File: src/rtl/memory_loader.sv
// Boot-time memory loader: packs a valid/ready byte stream little-endian into
// MEMORY_WIDTH-bit words and writes them to consecutive addresses from 0.
module memory_loader #(
  parameter int MEMORY_WIDTH  = 16,
  parameter int MEMORY_DEPTH  = 8,
  parameter int ADDRESS_WIDTH = 8
) (
  input  logic                     clock,
  input  logic                     reset_n,
  input  logic                     start,
  input  logic [ADDRESS_WIDTH:0]   word_count,
  input  logic [7:0]               in_data,
  input  logic                     in_valid,
  output logic                     in_ready,
  output logic                     write_enable,
  output logic [ADDRESS_WIDTH-1:0] write_address,
  output logic [MEMORY_WIDTH-1:0]  write_data,
  output logic                     busy,
  output logic                     done,
  output logic                     error
);

  localparam int BYTES_PER_WORD = MEMORY_WIDTH / 8;
  localparam int INDEX_WIDTH    = (BYTES_PER_WORD > 1) ? $clog2(BYTES_PER_WORD) : 1;

  localparam logic [INDEX_WIDTH-1:0]   LAST_INDEX  = INDEX_WIDTH'(BYTES_PER_WORD - 1);
  localparam logic [INDEX_WIDTH-1:0]   INDEX_ONE   = INDEX_WIDTH'(1);
  localparam logic [ADDRESS_WIDTH-1:0] ADDRESS_ONE = ADDRESS_WIDTH'(1);
  localparam logic [ADDRESS_WIDTH:0]   COUNT_ONE   = (ADDRESS_WIDTH + 1)'(1);
  localparam logic [ADDRESS_WIDTH:0]   DEPTH_LIMIT = (ADDRESS_WIDTH + 1)'(MEMORY_DEPTH);

  typedef enum logic [1:0] {
    IDLE    = 2'd0,
    COLLECT = 2'd1,
    WRITE   = 2'd2,
    DONE    = 2'd3
  } state_t;

  state_t                   state_q,    state_d;
  logic [ADDRESS_WIDTH:0]   count_q,    count_d;
  logic [ADDRESS_WIDTH-1:0] address_q,  address_d;
  logic [INDEX_WIDTH-1:0]   index_q,    index_d;
  logic [MEMORY_WIDTH-1:0]  pack_q,     pack_d;
  logic                     we_q,       we_d;
  logic [ADDRESS_WIDTH-1:0] wr_addr_q,  wr_addr_d;
  logic [MEMORY_WIDTH-1:0]  wr_data_q,  wr_data_d;
  logic                     done_q,     done_d;
  logic                     error_q,    error_d;

  logic                     transfer;
  logic                     last_word;
  logic [ADDRESS_WIDTH:0]   last_address;
  logic [MEMORY_WIDTH-1:0]  pack_merged;

  assign in_ready     = (state_q == COLLECT);
  assign busy         = (state_q != IDLE);
  assign transfer     = in_ready && in_valid;
  assign last_address = count_q - COUNT_ONE;
  assign last_word    = ({1'b0, address_q} == last_address);

  // Each byte lane captures the incoming byte only when it is the lane being filled,
  // so the merged word already contains the final byte on the completing transfer.
  genvar gi;
  generate
    for (gi = 0; gi < BYTES_PER_WORD; gi++) begin : g_lane
      assign pack_merged[8*gi +: 8] =
        (transfer && (index_q == INDEX_WIDTH'(gi))) ? in_data : pack_q[8*gi +: 8];
    end
  endgenerate

  always_comb begin
    state_d   = state_q;
    count_d   = count_q;
    address_d = address_q;
    index_d   = index_q;
    pack_d    = pack_q;
    we_d      = 1'b0;
    wr_addr_d = wr_addr_q;
    wr_data_d = wr_data_q;
    done_d    = 1'b0;
    error_d   = error_q;

    case (state_q)
      IDLE: begin
        if (start) begin
          error_d = 1'b0;
          count_d = word_count;
          if (word_count == '0) begin
            state_d = DONE;
            done_d  = 1'b1;
          end else if (word_count > DEPTH_LIMIT) begin
            error_d = 1'b1;
          end else begin
            state_d   = COLLECT;
            address_d = '0;
            index_d   = '0;
          end
        end
      end

      COLLECT: begin
        if (transfer) begin
          pack_d = pack_merged;
          if (index_q == LAST_INDEX) begin
            index_d   = '0;
            state_d   = WRITE;
            we_d      = 1'b1;
            wr_addr_d = address_q;
            wr_data_d = pack_merged;
          end else begin
            index_d = index_q + INDEX_ONE;
          end
        end
      end

      WRITE: begin
        if (last_word) begin
          state_d = DONE;
          done_d  = 1'b1;
        end else begin
          state_d   = COLLECT;
          address_d = address_q + ADDRESS_ONE;
        end
      end

      DONE: begin
        state_d = IDLE;
      end

      default: begin
        state_d = IDLE;
      end
    endcase
  end

  always_ff @(posedge clock) begin
    if (!reset_n) begin
      state_q   <= IDLE;
      count_q   <= '0;
      address_q <= '0;
      index_q   <= '0;
      pack_q    <= '0;
      we_q      <= 1'b0;
      wr_addr_q <= '0;
      wr_data_q <= '0;
      done_q    <= 1'b0;
      error_q   <= 1'b0;
    end else begin
      state_q   <= state_d;
      count_q   <= count_d;
      address_q <= address_d;
      index_q   <= index_d;
      pack_q    <= pack_d;
      we_q      <= we_d;
      wr_addr_q <= wr_addr_d;
      wr_data_q <= wr_data_d;
      done_q    <= done_d;
      error_q   <= error_d;
    end
  end

  assign write_enable  = we_q;
  assign write_address = wr_addr_q;
  assign write_data    = wr_data_q;
  assign done          = done_q;
  assign error         = error_q;

endmodule

File: config.mk
export PLATFORM = sky130hd
export DESIGN_NAME = memory_loader
export DESIGN_NICKNAME = d
export VERILOG_FILES = /design/src/rtl/memory_loader.sv
export SDC_FILE = /design/constraint.sdc
export NUM_CORES = 1
export LEC_CHECK = 0
export CAP_MARGIN = 20
export CORE_ASPECT_RATIO = 1.2
export CORE_MARGIN = 2
export CORE_UTILIZATION = 52
export DETAILED_ROUTE_END_ITERATION = 8
export PLACE_DENSITY = 0.89
export SLEW_MARGIN = 30
export SYNTH_ARGS = -nofsm -noshare
export SYNTH_HDL_FRONTEND = slang
export SYNTH_SLANG_ARGS = --single-unit
File: constraint.sdc
create_clock -name clock -period 4.27 [get_ports clock]
set_clock_uncertainty 0.05 [all_clocks]
set_input_delay 0.854 -clock clock [delete_from_list [all_inputs] [get_ports clock]]
set_output_delay 0.854 -clock clock [all_outputs]
set_load 0.01 [all_outputs]
* Yosys cells after proc, flatten, opt, wreduce, memory -nomap -nowiden
Index checks and enable logic that the tools add are counted.
** Word-level totals
- Word-level logic and storage cells :: 68
- Register bits :: 63
** Cells by class
- Equal/unequal tests :: 11
- Muxes and demuxes :: 27
- Bitwise operators :: 1
- Reduce and logical (&&, ||, !) cells :: 15
- Magnitude comparators :: 1
- Add/subtract/negate cells :: 3
** Operator list (number)
- $mux W8 :: 6
- $pmux W8 S2 :: 1
- $mux W2 :: 6
- $mux W1 :: 11
- $reduce_and A5 Y1 :: 2
- $eq A8 B9 Y1 :: 1
- $gt A9 B4 Y1 const B :: 1
- $logic_not A9 Y1 :: 1
- $sub A9 B1 Y9 const B :: 1
- $add A8 B1 Y8 const B :: 1
- $ne A2 B2 Y1 const B :: 4
- $pmux W2 S4 :: 1
- $reduce_and A3 Y1 :: 2
- $reduce_bool A2 Y1 :: 3
- $eq A2 B2 Y1 const B :: 2
- $ne A2 B1 Y1 const B :: 2
- $pmux W1 S2 :: 2
- $reduce_and A2 Y1 :: 2
- $reduce_and A4 Y1 :: 1
- $logic_and A1 B1 Y1 :: 3
- $ne A3 B3 Y1 const B :: 1
- $eq A2 B1 Y1 const B :: 1
- $logic_not A2 Y1 :: 1
- $add A1 B1 Y1 const B :: 1
- $not A1 Y1 :: 1

* Depth between registers and ports, before layout
Gate-level depths: netlist of run 1.
- Depth in word-level cells :: 5
- Depth in mapped cells :: 9
- Mapped depth without buffers :: 8

* Worst setup path after synthesis of run 1
No wires, ideal clock.
- Kind :: input-to-reg
- Start point :: input port word_count[5]
- End point :: register index_q
- Path slack :: 1.976 ns
- Setup time :: 0.130 ns
- Stages on the path :: 6
- Arrival :: 2.114 ns
- Cell sequence :: or4_1 -> nor3_1 -> nand2_1 -> o21ba_2 -> o21ai_0 -> a21oi_1
** Between the ends
- Cells in the longest elaborated chain, start to end :: 3
- Elaborated cells on any way between the ends :: 5
- Classes of those cells :: order compare: 1; eq/ne: 2; reduce/logical: 2
** Ends and longest elaborated chain
- start, declared :: RTL line 11 : input logic [ADDRESS_WIDTH:0] word_count,
- $gt A9 B4 Y1 or $logic_not A9 Y1 (tied branches) :: RTL line 91, 88
- $ne A2 B2 Y1 (no line)
- $reduce_and A5 Y1 (no line) (*)
- end signal, assigned :: RTL line 152 : index_q <= index_d;
- end, declared :: RTL line 42 : logic [INDEX_WIDTH-1:0] index_q, index_d;
Every way passes the cells marked *; elsewhere a longest branch is shown, timed or not.
A chain may end at the register's enable or synchronous reset.

* Worst setup path after layout of run 1
- Start point :: register state_q[0]
- End point :: output port in_ready
** Between the ends
- Cells in the longest elaborated chain, start to end :: 1
** Ends and longest elaborated chain
- start, declared :: RTL line 39 : state_t state_q, state_d;
- start signal, assigned :: RTL line 149 : state_q <= state_d;
- $eq A2 B1 Y1 :: RTL line 55 : assign in_ready = (state_q == COLLECT);
- end, declared :: RTL line 14 : output logic in_ready,
No other way between the ends.

==> results of run 1 <==
worst register-to-register path: cells and delay by family (launching register included):
| family | cells | cell delay [ps] |
|---|---|---|
| AO/OA/AOI/OAI | 3 | 740 |
| flip-flops | 1 | 620 |
| AND/OR/NAND/NOR | 3 | 980 |
cell usage in the layout, fill, tap and decap left out, types with 3 or more instances in the layout:
cell,netlist,final
nand3_1,5,4
nand4_1,5,5
and2_1,3,3
mux2i_1,9,9
clkbuf_8,0,5
clkdlybuf4s50_1,0,49
a221o_1,3,3
a31o_2,3,3
and3_1,4,4
nand2_1,84,84
o21ai_0,3,3
nor2_1,18,18
nor2b_1,5,5
inv_1,6,6
xnor2_1,4,4
nand2b_1,4,4
or2_2,3,3
dfxtp_1,55,55
a21oi_1,36,36
xor2_1,4,4
flip-flops by register name, indices dropped and copies added, names as in the netlist:
signal and count:
index_q 1, count_q 9, error 1, write_address 8
address_q 8, state_q 2, done 1, write_enable 1
pack_q 8, write_data 16
path summary, 6_finish.rpt:
kind                                 start                       endpoint  slack (ps)  cells after the start
max                state_q[0]$_SDFFE_PN0P_                       in_ready        1610                      2
min          write_address[6]$_SDFFE_PN0P_  write_address[6]$_SDFFE_PN0P_         410                      2
max reg2reg        state_q[1]$_SDFFE_PN0P_      address_q[4]$_SDFFE_PN0P_        1790                      6
min reg2reg  write_address[6]$_SDFFE_PN0P_  write_address[6]$_SDFFE_PN0P_         410                      2
stage by stage:
stage	cell area [um^2]	setup WS, ps	hold WS (ps)
floorplan	2512	1976	381.2
global placement	2992	1417	391.6
detailed placement	2992	1363	397.4
CTS	3079	1618	411.6
global route	3084	1505	435.0
finish	3084	1614	409.6
kinds of logic (layout without fill, tap and decap cells):
logic type	count (synthesis)	count (layout)	synth area share (%)
XOR/XNOR	8	8	2.789
AO/OA/AOI/OAI	66	66	17.58
buffers and inverters	25	64	4.532
flip-flops	55	55	43.82
adder cells (fa/ha/maj)	2	2	0.9959
AND/OR/NAND/NOR	146	146	26.69
multiplexers	9	9	3.586
routing by layer:
| metal | part of all wire (%) | wire length (um) | track usage [%] |
|---|---|---|---|
| met4 | 1.6 | 91 | 10.00 |
| met1 | 39 | 2206 | 26.38 |
| met5 | 0 | 0 | 0 |
| met3 | 4.8 | 272 | 5.882 |
| met2 | 54 | 3066 | 41.68 |
power by group:
group / switching (mW) / internal, mW / total, mW
sequential: 0.00793 / 0.519 / 0.526
combinational: 0.0370 / 0.0376 / 0.0745
clock: 0.171 / 0.116 / 0.287
layout make-up:
cell class / instances / area (um^2)
Clock buffer: 5 / 68.82
Clock inverter: 3 / 18.77
Fill cell: 372 / 1544
Inverter: 6 / 22.52
Multi-Input combinational cell: 231 / 1303
Sequential cell: 55 / 1101
Tap cell: 58 / 72.57
Timing Repair Buffer: 50 / 498.0
==> flow_summary.yaml, run 1 <==
run_status:
  run_status: "finished, final reports clean"
logic_synthesis:
  yosysMostFrequentCell: "nand2_1"
  synth_cell_type_count: 50
  syn_avg_cell_area_um2: 8.078
  synth_area_mm2: 0.002512
  seq_area_frac_synth_pct: 43.82
  synth_edf_count: 0
  synth_ff_type: "dfxtp_1"
  synthCells: 311
  synth.top_cell.area_share_pct: 43.82
  synth.top_cells.by_count: "nand2_1 (84), dfxtp_1 (55), a21oi_1 (36)"
  ys_warn_count: 0
  synth_top_cell_by_area: "dfxtp_1"
  ys_async_sr_fraction_pct: 0
  synthesis.nets: 334
  yosys_register_bits: 55
  synthTopCellsByArea: "dfxtp_1 (44%), nand2_1 (13%), a21oi_1 (7.2%)"
drt:
  ant_nets: 0
  drt_iter0_markers: 89
  wl_per_cell_um: 13.82
  first_pass_iters: 4
  wl_um: 5637
  avgViaCountPerCell: 5.549
  remaining_drc_errors: 0
  vias: 2264
hold_path:
  min_path_type: "flip-flop to flip-flop"
clock_network:
  htree_levels: 2
  post-cts-setup-buffers: 0
  cts_buffers: 5
  clkSinkCount: 55
  cts_tree: "done"
  ctsHoldBuffers: 0
  root_buffer: "clkbuf_8"
  cts.repair.resized: 0
  clk_pin_slew_worst_paths_ps: 90
  clock_latency_ps: 320
  ctsLongestPathBuffers: 2
floorplanning:
  num_rows: 27
  io_pins: 50
  die_area_mm2: 0.005406
  initial_core_util_pct: 54.28
  die_h_um: 80.15
  design.core.area_mm2: 0.004628
  fp.dieW_um: 67.46
global_routing:
  grt_use_total_pct: 23.60
  grt_pass1_wl_um: 9846
  grt_max_degree: 47
  gr-total-overflow: 0
  antenna_found_initial: 0
  grt_pass1_vias: 2271
timing:
  slew_headroom_pct: 41.72
  finalCritPeriodShare_pct: 62.21
  drv_slew: 0
  period_needed_ps: 2656
  rsz0062_at_grt: "false"
  finalSetupViolCount: 0
  fin_setup_tns_ps: 0
  fmax_ghz: 0.3765
  tightest_slew_ps: 874.2
  finalHoldViolCount: 0
critical_path:
  worstSetupPathType: "flip-flop to output pin"
  crit_path_start_kind: "flip-flop"
  crit_buf_inv: 1
  cp-end-kind: "output pin"
  worst_path_dominant_cell_family: "buffers and inverters"
  path_max_fanout: 8
  arrival_ps: 1750
  required_ps: 3370
  cp_slowest_cell: "clkdlybuf4s50_1"
  max_stage_delay_ps: 630
  crit_chain: "nor2b_1 > clkdlybuf4s50_1"
power:
  power.density_mw_per_mm2: 287.9
  total_power_uw: 888.1
  max-vdd-ir-drop_v: 0.0002818
  power_leakage_nw: 1.064
placed_design:
  gp_congestion: 0.8057
  numPortBuffers: 49
  hpwl_um: 3975
  dp.cells: 400
layout:
  finalNetCount: 372
  syn_to_final_growth_pct: 22.76
  finish.utilization_pct: 66.64
  num_antenna_cells: 0
  finalNonFillerCells: 408
  drive_gt1_share_pct: 7.143
flow_run:
  cap_violations: 0
No activity file was read; power rests on OpenSTA's default activity.
==> run 2, diff against run 1 <==
--- a/config.mk
+++ b/config.mk
@@ -8,9 +8,9 @@
 export CAP_MARGIN = 20
 export CORE_ASPECT_RATIO = 1.2
 export CORE_MARGIN = 2
-export CORE_UTILIZATION = 52
+export CORE_UTILIZATION = 46
 export DETAILED_ROUTE_END_ITERATION = 8
-export PLACE_DENSITY = 0.89
+export PLACE_DENSITY = 0.84
 export SLEW_MARGIN = 30
 export SYNTH_ARGS = -nofsm -noshare
 export SYNTH_HDL_FRONTEND = slang
==> constraint.sdc (replaced) <==
create_clock -name clock -period 2.18 [get_ports clock]
set_clock_uncertainty 0.05 [all_clocks]
set_input_delay 0.436 -clock clock [delete_from_list [all_inputs] [get_ports clock]]
set_output_delay 0.436 -clock clock [all_outputs]
set_load 0.01 [all_outputs]
==> flow_summary.yaml, run 2 (synthesis results as in run 1) <==
clock_network:
  clk_pin_slew_worst_paths_ps: 90
  ctsHoldBuffers: 0
  root_buffer: "clkbuf_8"
  clock_latency_ps: 320
  post-cts-setup-buffers: 0
  ctsLongestPathBuffers: 2
  cts_buffers: 5
  cts_tree: "done"
  htree_levels: 2
  clkSinkCount: 55
global_routing:
  grt_pass1_vias: 2322
  grt_use_total_pct: 20.34
  antenna_found_initial: 0
  grt_max_degree: 49
  grt_pass1_wl_um: 10190
  gr-total-overflow: 0
placed_design:
  dp.cells: 421
  gp_congestion: 0.7966
  hpwl_um: 4110
  numPortBuffers: 49
  dp_slack_ps: -194.2
critical_path:
  crit_chain: "inv_2 > ha_4 > o21ba_1 > a221o_1 > a211oi_4 > o221ai_4 > buf_6 > a221oi_2"
  worstSetupPathType: "flip-flop to flip-flop"
  arrival_ps: 2300
  cp-end-kind: "flip-flop"
  cp_slowest_cell: "dfxtp_2"
  required_ps: 2360
  crit_path_start_kind: "flip-flop"
  max_stage_delay_ps: 350
  path_max_fanout: 6
  worst_path_dominant_cell_family: "compound AO/OA/AOI/OAI gates"
  crit_buf_inv: 2
timing:
  finalSetupViolCount: 0
  tightest_slew_ps: 389.9
  finalHoldViolCount: 0
  slew_headroom_pct: 73.81
  period_needed_ps: 2120
  drv_slew: 0
  fmax_ghz: 0.4717
  finalCritPeriodShare_pct: 97.24
  worst_slack_ps: 60.09
  rsz0062_at_grt: "true"
drt:
  first_pass_iters: 4
  ant_nets: 0
  avgViaCountPerCell: 5.499
  wl_per_cell_um: 13.82
  drt_iter0_markers: 85
  wl_um: 5930
  vias: 2359
  remaining_drc_errors: 0
power:
  p_switching_uw: 448.2
  pwr-share-comb_pct: 9.6
  clkPwrFrac_pct: 32.4
  netSwitchingFraction_pct: 25.19
  power_leakage_nw: 1.161
  p_int_mw: 1.331
  max-vdd-ir-drop_v: 0.0005478
  sequentialPowerShare_pct: 58.0
  power.density_mw_per_mm2: 538.4
floorplanning:
  io_pins: 50
  fp.dieW_um: 71.47
  num_rows: 29
  design.core.area_mm2: 0.005298
  die_area_mm2: 0.006071
  die_h_um: 84.96
  initial_core_util_pct: 47.43
run_status:
  run_status: "finished, final reports clean"
layout:
  finalNonFillerCells: 429
  layout_common_cells: "nand2_1 (84), dfxtp_1 (52), clkdlybuf4s50_1 (49)"
  fillers: 449
  drive_gt1_share_pct: 13.90
  syn_to_final_growth_pct: 31.52
  num_antenna_cells: 0
  multiInputGateArea_mm2: 0.001370
  largest_reg_flops: 16
  final_common_cell: "nand2_1"
  finalNetCount: 389
  register_area_mm2: 0.001105
hold_path:
  min_path_type: "flip-flop to flip-flop"
flow_run:
  cap_violations: 0
## run 2: worst paths after layout
path / end / from / cells after the start / slack, ps
hold / removal: write_data[1]$_SDFFE_PN0P_ / write_data[1]$_SDFFE_PN0P_ / 2 / 410
setup / recovery: state_q[1]$_SDFFE_PN0P_ / count_q[1]$_SDFFE_PN0P_ / 8 / 60
hold reg to reg: write_data[1]$_SDFFE_PN0P_ / write_data[1]$_SDFFE_PN0P_ / 2 / 410
setup reg to reg: state_q[1]$_SDFFE_PN0P_ / count_q[1]$_SDFFE_PN0P_ / 8 / 60
## run 2: power groups by stage
stage          clock, mW  sequential, mW  combinational [mW]
2_1_floorplan          0            1.05              0.0837
3_3_place_gp           0            1.05               0.153
3_5_place_dp           0            1.05               0.156
4_1_cts            0.596            1.03               0.166
5_1_grt            0.625            1.03               0.188
6_report           0.577            1.03               0.171
## run 2: repair_timing
item	4_1_cts	5_1_grt
gates cloned	1	0
pin swaps	5	3
gates resized for setup	9	8
setup endpoints to repair	8	13
## run 2: layout make-up
type	instances	share of cell area (%)
flip-flops and latches	55	33.43
well taps	62	2.348
inverters	6	0.6816
repair buffers	66	19.31
multi-input cells	232	41.46
clock inverters	3	0.6816
clock buffers	5	2.083
## run 2: metrics by stage
| stage | power, mW | instance area (um^2) | util, % | setup TNS [ps] | hold slack, ps |
|---|---|---|---|---|---|
| 3_3_place_gp | 1.205 | 3137 | 59.21 | -1298 | 389.8 |
| 2_1_floorplan | 1.135 | 2512 | - | 0 | 381.2 |
| 3_5_place_dp | 1.210 | 3137 | 59.21 | -1616 | 396.2 |
| 5_1_grt | 1.848 | 3304 | 62.38 | -28.23 | 423.4 |
| 4_1_cts | 1.794 | 3283 | 61.97 | 0 | 411.3 |
| 6_report | 1.779 | 3304 | 62.38 | 0 | 407.3 |
## run 2: metal layers
metal	up-vias	wire (um)	part of all wire, %	global-route usage, %
li1	1170	-	-	-
met1	1123	2370	40	22.15
met2	53	3134	53	36.45
met3	13	308	5.2	6.176
met4	0	115	1.9	7.890
met5	-	0	0	0
## run 2: tightest hold or removal path, delay by kind of cell (launching register included)
family	cells	cell delay, ps
AO/OA/AOI/OAI	1	50
AND/OR/NAND/NOR	1	50
flip-flops	1	320
==> run 3, diff against run 2 <==
--- a/config.mk
+++ b/config.mk
@@ -11,7 +11,6 @@
 export CORE_UTILIZATION = 46
 export DETAILED_ROUTE_END_ITERATION = 8
 export PLACE_DENSITY = 0.84
-export SLEW_MARGIN = 30
 export SYNTH_ARGS = -nofsm -noshare
 export SYNTH_HDL_FRONTEND = slang
 export SYNTH_SLANG_ARGS = --single-unit
==> results of run 3 <==
Same layout as run 2: the final DEF is identical, and so are final timing and power.
